[config.mk]
export PLATFORM = sky130hd
export DESIGN_NAME = line_span_writer
export DESIGN_NICKNAME = d
export VERILOG_FILES = /design/src/rtl/line_span_writer.sv
export SDC_FILE = /design/constraint.sdc
export NUM_CORES = 1
export LEC_CHECK = 0
export ABC_AREA = 1
export CAP_MARGIN = 20
export CORE_MARGIN = 5
export CORE_UTILIZATION = 44
export DETAILED_ROUTE_END_ITERATION = 7
export HOLD_SLACK_MARGIN = 0.02
export PLACE_DENSITY = 0.77
export SLEW_MARGIN = 20
export SYNTH_ARGS = -nofsm -noshare
export SYNTH_HDL_FRONTEND = slang
export SYNTH_SLANG_ARGS = --single-unit
[constraint.sdc]
create_clock -name clk -period 2.87 [get_ports clk]
set_input_delay 0.574 -clock clk [delete_from_list [all_inputs] [get_ports clk]]
set_output_delay 0.574 -clock clk [all_outputs]
set_load 0.05 [all_outputs]
[src/rtl/line_span_writer.sv]
// Breaks horizontal spans into masked 4-pixel line buffer word writes (optional SPAN_TRANSPARENCY_EN drops colour-0 spans).
// First write one cycle after acceptance, one word per cycle; span_ready low while busy; line_start aborts.
module line_span_writer #(
  parameter int COLOR_W    = 8,
  parameter int LINE_WORDS = 160
) (
  input  logic                 clk,
  input  logic                 rst,
  input  logic                 line_start,
  input  logic                 span_valid,
  output logic                 span_ready,
  input  logic [9:0]           span_x,
  input  logic [9:0]           span_len,
  input  logic [COLOR_W-1:0]   span_color,
  output logic                 write_pixel,
  output logic [7:0]           pixel_addr,
  output logic [3:0]           pixel_write_updated,
  output logic [4*COLOR_W-1:0] pixel_wdata,
  output logic                 span_done
);

  typedef enum logic [1:0] {IDLE, WRITE, DONE} state_t;

  localparam logic [10:0] LINE_PIX = 11'(4 * LINE_WORDS);
  localparam logic [10:0] LAST_PIX = 11'(4 * LINE_WORDS - 1);

  state_t state, state_nx;

  logic [7:0]  w1_q;
  logic [1:0]  xe_q;

  logic [10:0] x_sum;
  logic [9:0]  x_end;
  logic [7:0]  w0_in, w1_in;
  logic        drop_in;
  logic [7:0]  addr_inc;

  logic                 rdy_nx, wr_nx, done_nx, latch;
  logic [7:0]           addr_nx;
  logic [3:0]           mask_nx;
  logic [4*COLOR_W-1:0] wdata_nx;

  function automatic logic [3:0] word_mask(input logic first, input logic last,
                                           input logic [1:0] lo, input logic [1:0] hi);
    logic [3:0] m;
    m = 4'hF;
    if (first) m = m & (4'hF << lo);
    if (last)  m = m & (4'hF >> (2'd3 - hi));
    return m;
  endfunction

  // 11-bit sum so a span running past the line end clips instead of wrapping.
  always_comb begin
    x_sum   = {1'b0, span_x} + {1'b0, span_len} - 11'd1;
    x_end   = (x_sum > LAST_PIX) ? LAST_PIX[9:0] : x_sum[9:0];
    w0_in   = span_x[9:2];
    w1_in   = x_end[9:2];
    drop_in = (span_len == '0) || ({1'b0, span_x} >= LINE_PIX);
`ifdef SPAN_TRANSPARENCY_EN
    drop_in = drop_in || (span_color == '0);
`else
    drop_in = drop_in;
`endif
    addr_inc = pixel_addr + 8'd1;
  end

  always_comb begin
    state_nx = state;
    rdy_nx   = 1'b0;
    wr_nx    = 1'b0;
    done_nx  = 1'b0;
    latch    = 1'b0;
    addr_nx  = pixel_addr;
    mask_nx  = 4'h0;
    wdata_nx = pixel_wdata;
    case (state)
      IDLE: begin
        if (span_valid && span_ready) begin
          latch = 1'b1;
          if (drop_in) begin
            state_nx = DONE;
            done_nx  = 1'b1;
          end else begin
            state_nx = WRITE;
            wr_nx    = 1'b1;
            addr_nx  = w0_in;
            mask_nx  = word_mask(1'b1, w0_in == w1_in, span_x[1:0], x_end[1:0]);
            wdata_nx = {4{span_color}};
          end
        end else begin
          rdy_nx = 1'b1;
        end
      end
      WRITE: begin
        if (pixel_addr == w1_q) begin
          state_nx = DONE;
          done_nx  = 1'b1;
        end else begin
          wr_nx   = 1'b1;
          addr_nx = addr_inc;
          mask_nx = word_mask(1'b0, addr_inc == w1_q, 2'd0, xe_q);
        end
      end
      DONE: begin
        state_nx = IDLE;
        rdy_nx   = 1'b1;
      end
      default: state_nx = IDLE;
    endcase
    // line_start wins over everything, including a same-cycle acceptance.
    if (line_start) begin
      state_nx = IDLE;
      rdy_nx   = 1'b0;
      wr_nx    = 1'b0;
      done_nx  = 1'b0;
      mask_nx  = 4'h0;
      latch    = 1'b0;
    end
  end

  always_ff @(posedge clk) begin
    if (!rst) begin
      state               <= IDLE;
      span_ready          <= 1'b0;
      write_pixel         <= 1'b0;
      pixel_addr          <= '0;
      pixel_write_updated <= '0;
      pixel_wdata         <= '0;
      span_done           <= 1'b0;
      w1_q                <= '0;
      xe_q                <= '0;
    end else begin
      state               <= state_nx;
      span_ready          <= rdy_nx;
      write_pixel         <= wr_nx;
      pixel_addr          <= addr_nx;
      pixel_write_updated <= mask_nx;
      pixel_wdata         <= wdata_nx;
      span_done           <= done_nx;
      if (latch) begin
        w1_q <= w1_in;
        xe_q <= x_end[1:0];
      end
    end
  end

endmodule
==> results summary, run 1 <==
The final core utilization is 0.722. After legalization and detailed placement, the total HPWL measured 6.31 mm. For this run, the detailed router's first-pass iteration total came to 4.

The count of nets left with antenna violations once routing finished came out at 0. The sequential cell area in the final layout is 701 µm². The number of top-level pins came out at a little under 80. The global route total overflow is 0.

Using the TritonRoute via totals, the vias-per-cell ratio works out to slightly above 5. The largest family of logic cells by synthesized area is simple AND/OR/NAND/NOR gates. Of all flip-flops after synthesis, the portion carrying an async set or reset was 0. The leakage power summed over all cells is ~0.0021 µW.

The total nets after synthesis came out at between 400 and 500. The total clock buffers created by CTS is 5. sky130_fd_sc_hd__inv_1 is the most common cell in the netlist. The critical path data required time came out at between 3 and 4 ns. The count of standard-cell rows is 29.

The number of antenna violations at the first check in global routing is 0. The clock drives 35 sinks. Entering global routing, the biggest net connects 27 pins.

The tree is rooted in a sky130_fd_sc_hd__clkbuf_8. The largest buffer count on any clock path came out at 2. The congestion estimate from routability-driven global placement came to around 0.96. The hold slack is 0.513 ns. The TritonCTS clock tree is yes. The first-pass GRT wire length came out at 14.9 mm. Counting flops with a built-in enable in the synthesized netlist gives 0. On the worst path, the slowest cell contributes a delay of 0.39 ns. The mean instance size in the synthesized netlist came out at around 6.7 µm². The worst setup path is captured at a register.

The slew at the pin closest to its max-slew limit is 0.545 ns. For this configuration, the core starts out at a cell density of 0.454. In the final routed layout, each cell accounts on average for approximately 15 µm.

The share of the Yosys chip area taken by registers is 0.242. The cell type with the highest aggregate area in the netlist is sky130_fd_sc_hd__dfxtp_1. The die span in x is about 91 µm. The flow ran to the end, and the final reports show no timing, DRC or antenna violations. The post-synthesis compound-gate area fraction is 0.113. The final count of hold timing violations was 0. The worst slew slack as a fraction of its limit came out at 0.636. Counting stages on the worst path, the most repeated cell is sky130_fd_sc_hd__nand2_2. The largest clock skew in the final design is about 0.008 ns. The post-synthesis instance total came out at between 400 and 500. The global routing usage summed across all routing layers is 0.215. The max-slew violation count came out at 0. In this run the number of H-tree levels came out at 2. The area of the die came out at 0.00831 mm².

The area overhead of the layout relative to synthesis came out at 59.0%. The final period utilization came out at 0.996. Synthesis instantiated 37 different standard cells from the library. The share of synthesized area in the top cell type comes to 0.242. The number of remaining DRC errors is 0. The signal on the critical path passes through buf_6 > inv_4 > ha_4 > inv_2 > ha_2 > inv_2 > fa_2 > inv_2 > nand2_2 > nand2_2 > nand2_2 > nand2_2 > nand2_2 > nand2_4 > nand4_1 > nand2_1 > nand2_1 > inv_1 > nand2_1 > nor2_4 > nand3_2 > nand3_2 > a21oi_2. By area the synthesized netlist is led by sky130_fd_sc_hd__dfxtp_1 (24%), sky130_fd_sc_hd__inv_1 (10%), sky130_fd_sc_hd__nand2_1 (9.1%). Of the cells placed in the final design, the portion with a size suffix greater than 1 is 0.356. The DRC marker count from the first detailed-route iteration is 115. The final setup violation count came out at 0. The total area inside the core boundary comes to approximately 0.0064 mm². Of the total synthesized cell area, the portion taken by XOR and XNOR cells is 0.0725. The largest fanout on the critical path came out at 3. The layout has about 470 filler cells. On the critical path, the stage with the largest delay is an instance of sky130_fd_sc_hd__fa_2. The final layout net count is 611.

At the later pin of the worst-skew pair, clock insertion delay measures a little under 0.3 ns. The minimum period implied by the final worst setup slack came out at between 2 and 3 ns. The clock-pin slew reported for the worst setup and hold paths after clock tree synthesis came out at 0.07 ns.

The register bit count reported by yosys is 35. The arrival time reported for the critical path endpoint came out at between 3 and 4 ns. Derived from the worst setup path, the maximum achievable clock frequency is between 300 and 400 MHz. The critical path in this run is classified as in2reg. The total routed wirelength is 9.67 mm. The total number of vias is 3213. The number of maximum-capacitance constraint violations came out at 0. The count of synthesis-stage warnings from yosys is 0. The number of port buffers came out at 78. The cell area power density came out at ~420 mW/mm². Of the total synthesized cell area, the portion taken by AND, OR, NAND and NOR gates is 0.287. The adder and majority gate portion of the synthesized area is 0.0933.

0 antenna diodes ended up in the layout. The dominant register cell in the synthesized netlist is sky130_fd_sc_hd__dfxtp_1. The cell area after synthesis is 0.00290 mm².

The worst voltage drop across the vdd grid is between 200 and 300 µV. The portion of synthesized area spent on multiplexers is 0. The launching element type of the critical path is a primary input.

After synthesis, the most frequently instantiated cells are sky130_fd_sc_hd__inv_1 (77), sky130_fd_sc_hd__nand2_1 (70), sky130_fd_sc_hd__nor2_1 (40). In this run the vertical extent of the chip is roughly 91 µm. In this run the worst hold path is classified as reg2reg. The area taken by multi-input logic gates came out at between 0.002 and 0.0025 mm².

The number of global-route vias before repair is ~3200.
==> flip-flops by register name (all words and copies together), names as in the netlist <==
| name | count |
|---|---|
| w1_q | 8 |
| pixel_write_updated | 4 |
| pixel_wdata | 8 |
| span_ready | 1 |
| state | 2 |
| xe_q | 2 |
| write_pixel | 1 |
| pixel_addr | 8 |
| span_done | 1 |
==> final timing paths <==
| check | start | slack [ns] | endpoint | cells past startpoint |
|---|---|---|---|---|
| setup reg to reg | pixel_addr[0] | 0.63 | pixel_write_updated[3] | 9 |
| hold reg to reg | state[0] | 0.51 | span_ready | 1 |
| hold / removal | state[0] | 0.51 | span_ready | 1 |
| setup / recovery | span_len[1] | 0.01 | pixel_write_updated[3] | 23 |
==> repair_timing <==
action | in CTS | in global routing
cloned | 2 | 0
resized for setup | 81 | 68
buffers inserted | 15 | 7
pin swaps | 37 | 36
setup endpoints to repair | 5 | 6
hold buffers | 0 | 0
==> worst max-delay path: cells and delay by family <==
kind	cells	cell delay, ns
adder cells (fa/ha/maj)	3	0.76
AND/OR/NAND/NOR	13	1.27
buffers and inverters	6	0.36
AO/OA/AOI/OAI	1	0.07
==> through the flow <==
step,TNS [ns],power [µW],instances,setup slack [ns],instance area [µm²]
after global routing,-0.238,2020,636,-0.112,4610
final,0,1920,636,0.0102,4610
after detailed placement,-3.97,1300,604,-0.603,3920
after CTS,0,1780,629,0.000125,4410
after global placement,-3.16,1280,604,-0.507,3920
after floorplan,0,1050,430,0.0360,2900
==> per-layer routing <==
metal	track usage	part of all wire
met1	0.244	0.39
met2	0.389	0.52
met3	0.0339	0.050
met4	0.104	0.045
met5	0	0
==> kinds of logic (layout without fill, tap and decap cells) <==
group | after synthesis | in the layout
adders and majority gates | 21 | 21
buffers and inverters | 116 | 244
DFF | 35 | 35
AOI/OAI and AO/OA | 60 | 60
xor gates and xnor gates | 24 | 24
and+or+nand+nor | 174 | 175
==> final cells by class <==
type	count	share of cell area
multi-input combinational	280	0.453
timing repair buffer	151	0.281
timing repair inverter	1	0.00244
sequential	35	0.152
tap	77	0.0209
clock inverter	2	0.00272
clock buffer	6	0.0157
inverter	84	0.0728
==> cells in the final DEF (no fill, tap or decap), types with 7 or more instances in the layout <==
master / instances
sky130_fd_sc_hd__nand3_2: 11
sky130_fd_sc_hd__o21ai_0: 28
sky130_fd_sc_hd__nand2_2: 16
sky130_fd_sc_hd__a21oi_1: 17
sky130_fd_sc_hd__ha_4: 17
sky130_fd_sc_hd__nand4_1: 13
sky130_fd_sc_hd__nand2_1: 54
sky130_fd_sc_hd__nor2_1: 40
sky130_fd_sc_hd__clkdlybuf4s50_1: 58
sky130_fd_sc_hd__clkbuf_2: 7
sky130_fd_sc_hd__nand2_4: 9
sky130_fd_sc_hd__nand3_1: 10
sky130_fd_sc_hd__dfxtp_1: 35
sky130_fd_sc_hd__xnor2_1: 10
sky130_fd_sc_hd__inv_1: 47
sky130_fd_sc_hd__buf_4: 73
sky130_fd_sc_hd__inv_2: 33
sky130_fd_sc_hd__xor2_1: 14
==> where the power goes <==
part / switching [µW] / internal [µW]
Clock: 179 / 169
Combinational: 601 / 450
Sequential: 20.5 / 503
Note: power is estimated with default switching activity, not from simulation.
==> run 2, diff against run 1 <==
--- a/config.mk
+++ b/config.mk
@@ -9,10 +9,11 @@
 export CAP_MARGIN = 20
 export CORE_MARGIN = 5
 export CORE_UTILIZATION = 44
+export CTS_BUF_LIST = sky130_fd_sc_hd__clkbuf_16
 export DETAILED_ROUTE_END_ITERATION = 7
-export HOLD_SLACK_MARGIN = 0.02
 export PLACE_DENSITY = 0.77
 export SLEW_MARGIN = 20
 export SYNTH_ARGS = -nofsm -noshare
 export SYNTH_HDL_FRONTEND = slang
 export SYNTH_SLANG_ARGS = --single-unit
+export TNS_END_PERCENT = 1
==> results summary, run 2 (synthesis gave the netlist of run 1 again) <==
The number of top-level pins is 79 (unchanged). The switching power is 816 µW (was 800 µW). The die span in x came out at 91.2 µm (unchanged).

The core area is 0.00639 mm² (unchanged). The clock group share of total power was 0.247 (was 0.181). The cell with the largest stage delay on the worst path was sky130_fd_sc_hd__ha_4 (was sky130_fd_sc_hd__fa_2). The arrival time reported for the critical path endpoint came out at 3.01 ns (was 3.03 ns).

The largest fanout on the critical path is 4 (was 3). The most frequent cell on the critical path is sky130_fd_sc_hd__nand3_2 (was sky130_fd_sc_hd__nand2_2). The largest buffer count on any clock path came out at 2 (unchanged). The final setup violation count came to 0 (unchanged). The peak per-stage delay on the critical path came out at 0.26 ns (was 0.39 ns). The fraction of final layout cells with drive strength greater than 1 is 0.347 (was 0.356). The design internal power is 1260 µW (was 1120 µW). The area overhead of the layout relative to synthesis came to 59.9% (was 59.0%).

The maximum frequency from static timing analysis came out at 358 MHz (was 350 MHz). The first-pass detailed-route iteration total came to 4 (unchanged). The critical path data required time came out at 3.09 ns (was 3.04 ns). The number of global-route vias before repair came out at 3182 (was 3209). The number of maximum-capacitance constraint violations is 0 (unchanged). The count of standard-cell rows is 29 (unchanged). The fraction of power consumed by combinational cells came out at 0.501 (was 0.546). The clock latency of the later-clocked register in the worst-skew pair was 0.28 ns (was 0.29 ns). The post-detailed-route count of antenna-violating nets came out at 0 (unchanged). The total number of vias was 3234 (was 3213). The sequential cell area in the final layout is 701 µm² (unchanged). The sum of net half-perimeters after detailed placement is 6.31 mm (unchanged).

The total clock buffers created by CTS came out at 5 (unchanged). The final core utilization is 0.726 (was 0.722). The slew at the pin closest to its max-slew limit is 0.551 ns (was 0.545 ns). The cell area power density was 449 mW/mm² (was 417 mW/mm²).

The switching fraction of total power came to 0.392 (was 0.416). The number of antenna violations at the first check in global routing came out at 0 (unchanged). The final period utilization came out at 0.973 (was 0.996). The global routing usage summed across all routing layers is 0.218 (was 0.215). The maximum level of the CTS H-tree is 2 (unchanged). The fraction of power consumed by sequential logic is 0.252 (was 0.272). The endpoint type of the worst setup path was a register (unchanged). Cell-by-cell trace of the critical path: dlygate4sd2_1 > inv_2 > ha_4 > inv_2 > ha_4 > nand2_1 > nand2_2 > a21oi_4 > nand3_2 > nand2_2 > nand2_4 > buf_4 > o21ai_0 > nand2_1 > nand3_2 > nor2_4 > nand3_2 > nand3_2 > a21oi_2 (was buf_6 > inv_4 > ha_4 > inv_2 > ha_2 > inv_2 > fa_2 > inv_2 > nand2_2 > nand2_2 > nand2_2 > nand2_2 > nand2_2 > nand2_4 > nand4_1 > nand2_1 > nand2_1 > inv_1 > nand2_1 > nor2_4 > nand3_2 > nand3_2 > a21oi_2). The number of port buffers was 78 (unchanged). Biggest regs: pixel_addr x8, pixel_wdata x8, w1_q x8 (unchanged). The final RePlAce weighted congestion is 0.955 (unchanged). The final count of hold timing violations came out at 0 (unchanged).

The DRC marker count from the first detailed-route iteration was 168 (was 115). The pin count of the biggest net entering global routing is 27 (unchanged). The area taken by multi-input logic gates came to 0.00208 mm² (was 0.00209 mm²). Result of the run: finished clean (unchanged). The starting utilization of the core area came out at 0.454 (unchanged).

The global route total overflow came to 0 (unchanged). The type of the worst min-delay path is reg2reg (unchanged). The final layout net count came out at 608 (was 611). The detail-routed via count per cell came out at 5.11 (was 5.05). The most frequent standard cell in the layout excluding fill and tap cells is sky130_fd_sc_hd__buf_4 (unchanged). The hold slack came out at 0.508 ns (was 0.513 ns).

Most frequent cells in the layout: sky130_fd_sc_hd__buf_4 (69), sky130_fd_sc_hd__clkdlybuf4s50_1 (58), sky130_fd_sc_hd__nand2_1 (55) (was sky130_fd_sc_hd__buf_4 (73), sky130_fd_sc_hd__clkdlybuf4s50_1 (58), sky130_fd_sc_hd__nand2_1 (54)). The leakage power summed over all cells is 0.00213 µW (was 0.00212 µW). The total routed wirelength is 9.63 mm (was 9.67 mm). The first-pass GRT wire length came out at 15.0 mm (was 14.9 mm). The kind of critical path was in2reg (unchanged). The launching element type of the critical path is a primary input (unchanged). The minimum period implied by the final worst setup slack came out at 2.79 ns (was 2.86 ns). The total inserted antenna cells is 0 (unchanged).

The area of the die is 0.00831 mm² (unchanged). The post-detailed-route wirelength per cell was 15.2 µm (about the same). The clock-pin slew reported for the worst setup and hold paths after clock tree synthesis is 0.06 ns (was 0.07 ns). The number of clock sinks seen by CTS came out at 35 (unchanged). The max-slew violation count is 0 (unchanged). The TritonCTS clock tree was yes (unchanged). The number of remaining DRC errors came out at 0 (unchanged).

The worst voltage drop across the vdd grid was 393 µV (was 285 µV). The cell chosen for the clock root is sky130_fd_sc_hd__clkbuf_16 (was sky130_fd_sc_hd__clkbuf_8). The number of fill cells is 459 (was 469). The overall die height is 91.2 µm (unchanged). The largest clock skew in the final design is 0.00412 ns (was 0.00804 ns). The worst slew slack as a fraction of its limit was 0.632 (was 0.636).
==> run 2: layout make-up <==
type,count,share of cell area
clock buffers,5,0.0270
clock inverters,3,0.00351
inverters,84,0.0718
multi-input cells,280,0.448
flip-flops and latches,35,0.151
well taps,77,0.0208
repair buffers,148,0.275
repair inverters,1,0.00189
==> run 2: critical path: cells and delay by family <==
| kind | cells | cell delay [ns] |
|---|---|---|
| simple gates | 10 | 0.89 |
| buf+inv | 4 | 0.49 |
| compound gates | 3 | 0.55 |
| fa+ha+maj | 2 | 0.51 |
==> run 2: through the flow <==
| step | total power, µW | cell area, µm² | instances | setup TNS (ns) | setup WS [ns] |
|---|---|---|---|---|---|
| 2_1_floorplan | 1050 | 2900 | 430 | 0 | 0.0360 |
| 4_1_cts | 1950 | 4490 | 630 | 0 | 0.00278 |
| 3_3_place_gp | 1280 | 3920 | 604 | -3.16 | -0.507 |
| 6_report | 2080 | 4630 | 633 | 0 | 0.0765 |
| 3_5_place_dp | 1300 | 3920 | 604 | -3.97 | -0.603 |
| 5_1_grt | 2180 | 4630 | 633 | -0.0657 | -0.0504 |
==> run 2: routing by layer <==
| metal | GRT usage | up-vias | routed length [µm] |
|---|---|---|---|
| met5 | 0 | - | 0 |
| met4 | 0.0941 | 0 | 278 |
| met3 | 0.0339 | 27 | 553 |
| met2 | 0.397 | 125 | 5060 |
| met1 | 0.248 | 1488 | 3730 |
| li1 | - | 1594 | - |
==> run 2: power by group through the flow <==
stage | Combinational [µW] | Clock (µW) | Sequential [µW]
finish | 1040 | 513 | 525
global route | 1110 | 538 | 528
CTS | 909 | 517 | 525
global placement | 746 | 0 | 533
detailed placement | 765 | 0 | 535
floorplan | 477 | 0 | 574
==> run 2: worst paths after layout <==
path	slack (ns)	depth (start not counted)	to	start
max	0.08	19	pixel_write_updated[2]	span_x[7]
min	0.51	1	span_ready	state[0]
max reg2reg	0.66	9	pixel_write_updated[1]	pixel_addr[0]
min reg2reg	0.51	1	span_ready	state[0]
==> run 2: repair_timing <==
item,4_1_cts,5_1_grt
hold buffers,0,0
gates cloned,2,0
pin swaps,37,30
setup buffers,16,3
resized for setup,86,53
setup endpoints to repair,5,5
==> run 3, diff against run 2 <==
--- a/config.mk
+++ b/config.mk
@@ -12,6 +12,7 @@
 export CTS_BUF_LIST = sky130_fd_sc_hd__clkbuf_16
 export DETAILED_ROUTE_END_ITERATION = 7
 export PLACE_DENSITY = 0.77
+export SKIP_CTS_REPAIR_TIMING = 1
 export SLEW_MARGIN = 20
 export SYNTH_ARGS = -nofsm -noshare
 export SYNTH_HDL_FRONTEND = slang
==> results summary, run 3 (synthesis gave the netlist of run 1 again) <==
The global routing usage summed across all routing layers came out at 0.183 (was 0.218). The number of antenna violations at the first check in global routing is 0 (unchanged). The post-layout instance area is 0.00450 mm² (was 0.00463 mm²). The fraction of power consumed by combinational cells came out at 0.479 (was 0.501). The kind of critical path was in2reg (unchanged). The arrival time reported for the critical path endpoint came out at 2.97 ns (was 3.01 ns). The starting utilization of the core area came out at 0.454 (unchanged). The pin count of the biggest net entering global routing is 27 (unchanged).

The leakage power summed over all cells came out at 0.00218 µW (was 0.00213 µW). The clock latency of the later-clocked register in the worst-skew pair is 0.28 ns (about the same). The first-pass detailed-route iteration total came out at 4 (unchanged). The number of port buffers is 78 (unchanged). The final core utilization came to 0.705 (was 0.726). The clock group share of total power came out at 0.258 (was 0.247).

The post-detailed-route wirelength per cell came to 14.7 µm (was 15.2 µm). The detail-routed via count per cell came out at 5.05 (was 5.11). The fraction of final layout cells with drive strength greater than 1 is 0.307 (was 0.347). The DRC marker count from the first detailed-route iteration is 148 (was 168). The overall die height came out at 91.2 µm (unchanged). The number of top-level pins is 79 (unchanged). The core area is 0.00639 mm² (unchanged).

The endpoint type of the worst setup path is a register (unchanged). The slew at the pin closest to its max-slew limit is 0.560 ns (was 0.551 ns). Result of the run: finished clean (unchanged). The post-detailed-route count of antenna-violating nets came to 0 (unchanged). Biggest regs: pixel_addr x8, pixel_wdata x8, w1_q x8 (unchanged). The largest fanout on the critical path came out at 7 (was 4). The total clock buffers created by CTS came out at 5 (unchanged). The area overhead of the layout relative to synthesis came to 55.4% (was 59.9%). The maximum level of the CTS H-tree came to 2 (unchanged).

The final setup violation count is 0 (unchanged). The total placed instance area is 0.00392 mm² (unchanged). The final layout net count came out at 596 (was 608). The final period utilization came out at 0.979 (was 0.973). The largest buffer count on any clock path came out at 2 (unchanged). The switching power came out at 764 µW (was 816 µW). The launching element type of the critical path was a primary input (unchanged). The type of the worst min-delay path is reg2reg (unchanged).

The fraction of power consumed by sequential logic came out at 0.263 (was 0.252). The max-slew violation count came out at 0 (unchanged). The number of maximum-capacitance constraint violations came out at 0 (unchanged). The number of global-route vias before repair came to 2770 (was 3182).

The total routed wirelength came out at 9.12 mm (was 9.63 mm). The global route total overflow is 0 (unchanged). The final count of hold timing violations is 0 (unchanged). The sum of net half-perimeters after detailed placement is 6.31 mm (unchanged). The cell with the largest stage delay on the worst path is sky130_fd_sc_hd__ha_4 (unchanged). The design internal power came out at 1230 µW (was 1260 µW).

The area of the die came out at 0.00831 mm² (unchanged). The die span in x came out at 91.2 µm (unchanged). The worst slew slack as a fraction of its limit came out at 0.626 (was 0.632).

The number of buffer and inverter instances along the worst setup path came out at 5 (was 4). The cell area power density came out at 443 mW/mm² (was 449 mW/mm²). The cell chosen for the clock root is sky130_fd_sc_hd__clkbuf_16 (unchanged). The number of clock sinks seen by CTS came to 35 (unchanged). The worst voltage drop across the vdd grid came to 409 µV (was 393 µV). The largest clock skew in the final design is 0.00429 ns (was 0.00412 ns). The clock-pin slew reported for the worst setup and hold paths after clock tree synthesis is 0.05 ns (was 0.06 ns). The cell class contributing the biggest share of worst-path delay was simple AND/OR/NAND/NOR gates (unchanged).

Most frequent cells in the layout: sky130_fd_sc_hd__nand2_1 (58), sky130_fd_sc_hd__clkdlybuf4s50_1 (58), sky130_fd_sc_hd__buf_4 (57) (was sky130_fd_sc_hd__buf_4 (69), sky130_fd_sc_hd__clkdlybuf4s50_1 (58), sky130_fd_sc_hd__nand2_1 (55)). The final RePlAce weighted congestion is 0.955 (unchanged). The maximum frequency from static timing analysis is 356 MHz (was 358 MHz). The number of remaining DRC errors came to 0 (unchanged). The first-pass GRT wire length is 12.9 mm (was 15.0 mm). The total inserted antenna cells is 0 (unchanged). The number of fill cells was 482 (was 459). The switching fraction of total power is 0.383 (was 0.392). The count of standard-cell rows is 29 (unchanged). The TritonCTS clock tree is yes (unchanged).

The power consumption was 1990 µW (was 2080 µW). The critical path data required time came out at 3.03 ns (was 3.09 ns). The peak per-stage delay on the critical path was 0.30 ns (was 0.26 ns). The minimum period implied by the final worst setup slack came to 2.81 ns (was 2.79 ns). The total number of vias came out at 3137 (was 3234). Cell-by-cell trace of the critical path: dlymetal6s2s_1 > inv_2 > ha_1 > inv_1 > ha_4 > nand2_1 > nand2_1 > nand2_2 > nand2_2 > nand2_4 > nand3_2 > nand2_2 > nand2_4 > clkinv_4 > buf_4 > nand3_2 > nand2_1 > nand2_1 > nand2_2 > nor2_2 > nand3_2 > nand3_2 > a21oi_2 (was dlygate4sd2_1 > inv_2 > ha_4 > inv_2 > ha_4 > nand2_1 > nand2_2 > a21oi_4 > nand3_2 > nand2_2 > nand2_4 > buf_4 > o21ai_0 > nand2_1 > nand3_2 > nor2_4 > nand3_2 > nand3_2 > a21oi_2).
[run 3: path summary, 6_finish.rpt]
path / from / endpoint / slack [ns] / cells after the start
worst min register to register: state[0] / span_ready / 0.51 / 1
worst max register to register: pixel_addr[0] / pixel_write_updated[1] / 0.63 / 9
worst max-delay path: span_x[3] / pixel_write_updated[2] / 0.06 / 23
worst min-delay path: state[0] / span_ready / 0.51 / 1
[run 3: layer usage]
metal	track usage	part of all wire	vias up
met4	0.0575	0.019	0
met2	0.316	0.53	98
met3	0.0264	0.058	16
met1	0.235	0.39	1452
li1	-	-	1571
met5	0	0	-
[run 3: layout make-up]
cell class | instances | area, µm² | share of cell area
multi-input combinational | 280 | 2000 | 0.443
timing repair inverter | 1 | 5.00 | 0.00111
sequential | 35 | 701 | 0.156
tap | 77 | 96.3 | 0.0214
clock buffer | 5 | 125 | 0.0278
clock inverter | 3 | 16.3 | 0.00361
timing repair buffer | 136 | 1240 | 0.275
inverter | 84 | 325 | 0.0722
[run 3: through the flow]
step | instances | worst slack (ns) | setup TNS (ns) | hold WS [ns]
final | 621 | 0.0616 | 0 | 0.510
after global placement | 604 | -0.507 | -3.16 | 0.489
after global routing | 621 | -0.0901 | -0.191 | 0.531
after CTS | 612 | -0.320 | -1.10 | 0.505
after floorplan | 430 | 0.0360 | 0 | 0.450
after detailed placement | 604 | -0.603 | -3.97 | 0.497
[run 3: power by group through the flow]
stage / Clock, µW / Combinational [µW] / Sequential, µW
after global placement: 0 / 746 / 533
after detailed placement: 0 / 765 / 535
after global routing: 539 / 1030 / 528
after CTS: 517 / 769 / 525
after floorplan: 0 / 477 / 574
final: 514 / 955 / 525
